===== src/rtl/x_in_conditioner.sv =====
// Two-flop synchronizer + debounce FSM producing one registered pulse per accepted edge of raw_in.
// Latency: DB_CYCLES+1 edges from first sampling edge to pulse; no backpressure (free-running input).
module x_in_conditioner #(
    parameter int DB_CYCLES = 4,
    parameter int CNT_W     = 3,
    parameter int EDGE_MODE = 0
) (
    input  logic clock,
    input  logic reset,
    input  logic raw_in,
    output logic x_pulse,
    output logic x_level,
    output logic busy
);

    typedef enum logic [1:0] {
        LOW  = 2'd0,
        RISE = 2'd1,
        HIGH = 2'd2,
        FALL = 2'd3
    } state_t;

    localparam logic [CNT_W-1:0] CNT_LAST = CNT_W'(DB_CYCLES - 1);

    logic             s1, s2;
    state_t           state, state_nxt;
    logic [CNT_W-1:0] cnt, cnt_nxt;
    logic             pulse_nxt;

    // s1 may go metastable; only s2 feeds the debouncer
    always_ff @(posedge clock or negedge reset) begin
        if (!reset) begin
            s1 <= 1'b0;
            s2 <= 1'b0;
        end else begin
            s1 <= raw_in;
            s2 <= s1;
        end
    end

    always_ff @(posedge clock or negedge reset) begin
        if (!reset) begin
            state   <= LOW;
            cnt     <= '0;
            x_pulse <= 1'b0;
        end else begin
            state   <= state_nxt;
            cnt     <= cnt_nxt;
            x_pulse <= pulse_nxt;
        end
    end

    // A bounce back to the accepted level drops to the stable state with the counter cleared
    always_comb begin
        state_nxt = state;
        cnt_nxt   = cnt;
        pulse_nxt = 1'b0;
        case (state)
            LOW: begin
                if (s2) begin
                    state_nxt = RISE;
                    cnt_nxt   = {{(CNT_W-1){1'b0}}, 1'b1};
                end else begin
                    cnt_nxt = '0;
                end
            end
            RISE: begin
                if (!s2) begin
                    state_nxt = LOW;
                    cnt_nxt   = '0;
                end else if (cnt == CNT_LAST) begin
                    state_nxt = HIGH;
                    cnt_nxt   = '0;
                    pulse_nxt = (EDGE_MODE != 1);
                end else begin
                    cnt_nxt = cnt + 1'b1;
                end
            end
            HIGH: begin
                if (!s2) begin
                    state_nxt = FALL;
                    cnt_nxt   = {{(CNT_W-1){1'b0}}, 1'b1};
                end else begin
                    cnt_nxt = '0;
                end
            end
            FALL: begin
                if (s2) begin
                    state_nxt = HIGH;
                    cnt_nxt   = '0;
                end else if (cnt == CNT_LAST) begin
                    state_nxt = LOW;
                    cnt_nxt   = '0;
                    pulse_nxt = (EDGE_MODE != 0);
                end else begin
                    cnt_nxt = cnt + 1'b1;
                end
            end
            default: begin
                state_nxt = LOW;
                cnt_nxt   = '0;
            end
        endcase
    end

    // Level follows the state register, so it changes on the same edge as the pulse
    assign x_level = (state == HIGH) || (state == FALL);
    assign busy    = (state == RISE) || (state == FALL);

endmodule

===== config.mk =====
export PLATFORM = sky130hd
export DESIGN_NAME = x_in_conditioner
export DESIGN_NICKNAME = d
export VERILOG_FILES = /design/src/rtl/x_in_conditioner.sv
export SDC_FILE = /design/constraint.sdc
export NUM_CORES = 1
export LEC_CHECK = 0
export ABC_AREA = 1
export CORE_AREA = 4 4 41 43
export DETAILED_ROUTE_END_ITERATION = 8
export DIE_AREA = 0 0 45 47
export PLACE_DENSITY = 0.43
export RECOVER_POWER = 25
export SETUP_SLACK_MARGIN = 0.2
export SYNTH_ARGS = -nofsm -noshare
export SYNTH_HDL_FRONTEND = slang
export SYNTH_SLANG_ARGS = --single-unit

===== constraint.sdc =====
create_clock -name clock -period 1.3 [get_ports clock]
set_input_delay 0.39 -clock clock [delete_from_list [all_inputs] [get_ports clock]]
set_output_delay 0.39 -clock clock [all_outputs]
set_load 0.005 [all_outputs]

==> flow_metrics.env <==
export IMPL_die_w_microns=45
export IMPL_drv_cap=0
export IMPL_slew_violations=0
export IMPL_cp_startpoint="state[0]$_DFFE_PN0P_"
export IMPL_wl_microns=442
export IMPL_die_area_sq_um=2120
export IMPL_ant_nets=0
export IMPL_worstRegToRegCells=4
export IMPL_powerDensity_nw_per_um2=1790
export IMPL_fmax_mhz=890
export IMPL_grt_use_total_pct=5.73
export IMPL_peakVddDrop_mv=0.673
export IMPL_worst_pin_slew_ns=0.377
export IMPL_crit_chain="buf_2"
export IMPL_drive_gt1_share_pct=20.0
export IMPL_gr_total_overflow=0
export IMPL_rsz0062_at_grt="true"
export IMPL_clock_latency_ns=0.24
export IMPL_grt_pass1_vias=205
export IMPL_postCtsSetupBuffers=0
export IMPL_cts_root_buf="clkbuf_4"
export IMPL_synth_distinct_cells=9
export IMPL_grt_pass1_wl_microns=765
export IMPL_syn_num_nets=36
export IMPL_wl_per_cell_microns=8.04
export IMPL_path_delay_family="flip-flops"
export IMPL_power_mw=0.693
export IMPL_synth_cells=32
export IMPL_r2r_start="cnt[0]$_DFF_PN0_"
export IMPL_numCtsBuffers=3
export IMPL_final_nets=46
export IMPL_synth_largest_area_cell="dfrtp_1"
export IMPL_portBuffers=5
export IMPL_netlist_area_sq_um=304
export IMPL_htree_levels=1
export IMPL_crit_buf_inv=1
export IMPL_synth_top_cell_area_share_pct=65.8
export IMPL_clk_pin_slew_worst_paths_ns=0.05
export IMPL_post_route_util_pct=29.8
export IMPL_cts_sinks=8
export IMPL_ff_latch_area_sq_um=200
export IMPL_rows=13
export IMPL_antenna_found_initial=0
export IMPL_first_iter_violations=0
export IMPL_cpPeakStageDelay_ns=0.37
export IMPL_slew_headroom_pct=74.8
export IMPL_die_h_microns=47
export IMPL_tns_ns=0
export IMPL_multiInputGateArea_sq_um=77.6
export IMPL_area_growth_pct=27.6
export IMPL_fillers=147
export IMPL_drc=0
export IMPL_yosys_register_bits=8
export IMPL_grt_max_degree=9
export IMPL_worst_hold_slack_ns=0.352
export IMPL_gp_congestion=0.676
export IMPL_endpoint_kind="output pin"
export IMPL_path_class="register to output pin"
export IMPL_clk_path_buf_depth=2
export IMPL_worst_path_max_fanout=2
export IMPL_vias=200
export IMPL_synth_area_per_cell_sq_um=9.50
export IMPL_cp_start_kind="register"
export IMPL_layout_min_cycle_time_ns=1.12
export IMPL_cp_slowest_cell="dfrtp_1"
export IMPL_ioPinCount=6
export IMPL_holdCritPathClass="register to register"
export IMPL_cts_hold_buf=0
export IMPL_hold_start="s1$_DFF_PN0_"
export IMPL_viasPerCell=3.64
export IMPL_drt_pass1_iter_count=1
export IMPL_cts_tree="built"
export IMPL_ys_top_cells_by_area="dfrtp_1, nand2_1, inv_1"
export IMPL_cp_data_arrival_time_ns=0.73
export IMPL_hold_viol=0
export IMPL_skew_ns=0.00165
export IMPL_crit_required_ns=0.91
export IMPL_outcome="completed"
export IMPL_synth_yosys_seq_area_share_pct=65.8
export IMPL_path_depth=1
export IMPL_coreArea_sq_um=1300
export IMPL_yosys_warnings=0
export IMPL_initial_core_util_pct=23.4
export IMPL_timing_final_crit_share_pct=86.4
export IMPL_antenna_cells=0
export IMPL_leakage_nw=0.212
export IMPL_final_setup_viol_count=0
export IMPL_holdPathStages=0
-- kinds of logic after synthesis --
| kind of cell | count (synthesis) | synth area share [%] |
|---|---|---|
| flops | 8 | 65.8 |
| fa+ha+maj | 1 | 4.11 |
| buf+inv | 7 | 8.64 |
| simple gates | 15 | 19.8 |
| compound gates | 1 | 1.64 |
-- path summary, 6_finish.rpt --
check	end	slack (ns)
setup / recovery	busy	0.18
max in group asynchronous	cnt[1]$_DFF_PN0_	0.53
setup reg to reg	cnt[0]$_DFF_PN0_	0.30
hold / removal	s2$_DFF_PN0_	0.35
hold reg to reg	s2$_DFF_PN0_	0.35
min in group asynchronous	s1$_DFF_PN0_	0.50
-- metal layers --
layer,vias to the layer above,GRT usage [%],part of all wire (%),wire length [microns]
met5,-,0,0,0
met4,0,5.26,0,0
li1,110,-,-,-
met1,86,5.35,44,193
met2,4,8.76,50,219
met3,0,3.45,6.6,29
-- cell usage after synthesis (all sizes together) --
cell    number
or2          1
inv          5
dfrtp        8
nand3        1
clkbuf       2
ha           1
o21ai        1
nor2         4
nand2        9
-- placed cells by master, fill, tap and decap left out, drive strengths merged --
cell,count
ha,1
clkbuf,3
dfrtp,8
nor2,4
inv,5
buf,5
nand3,1
o21ai,1
dlygate4sd3,2
nand2,9
or2,1
-- layout make-up --
| cell class | instances | area share [%] |
|---|---|---|
| inverters | 5 | 4.84 |
| multi-input cells | 17 | 20.0 |
| repair buffers | 7 | 12.9 |
| flip-flops and latches | 8 | 51.6 |
| clock buffers | 3 | 5.81 |
| well taps | 15 | 4.84 |
-- per-stage QoR --
stage / std cells / area (sq um) / worst slack (ns)
CTS: 55 / 388 / 0.162
finish: 55 / 388 / 0.176
global route: 55 / 388 / 0.128
global placement: 52 / 380 / 0.0860
detailed placement: 52 / 380 / 0.0869
floorplan: 32 / 304 / 0.362
-- power by group --
group | total [mW] | switching (mW) | internal (mW) | leakage, nW
Sequential | 0.325 | 0.0234 | 0.302 | 0.102
Clock | 0.177 | 0.0724 | 0.105 | 0.0138
Combinational | 0.191 | 0.0980 | 0.0932 | 0.0959
Total | 0.693 | 0.194 | 0.500 | 0.212
-- timing repair --
action	4_1_cts	5_1_grt
endpoints found under the hold margin	0	0
endpoints found under the setup margin	3	3
resized for setup	12	0
No activity file was read; power rests on OpenSTA's default activity.
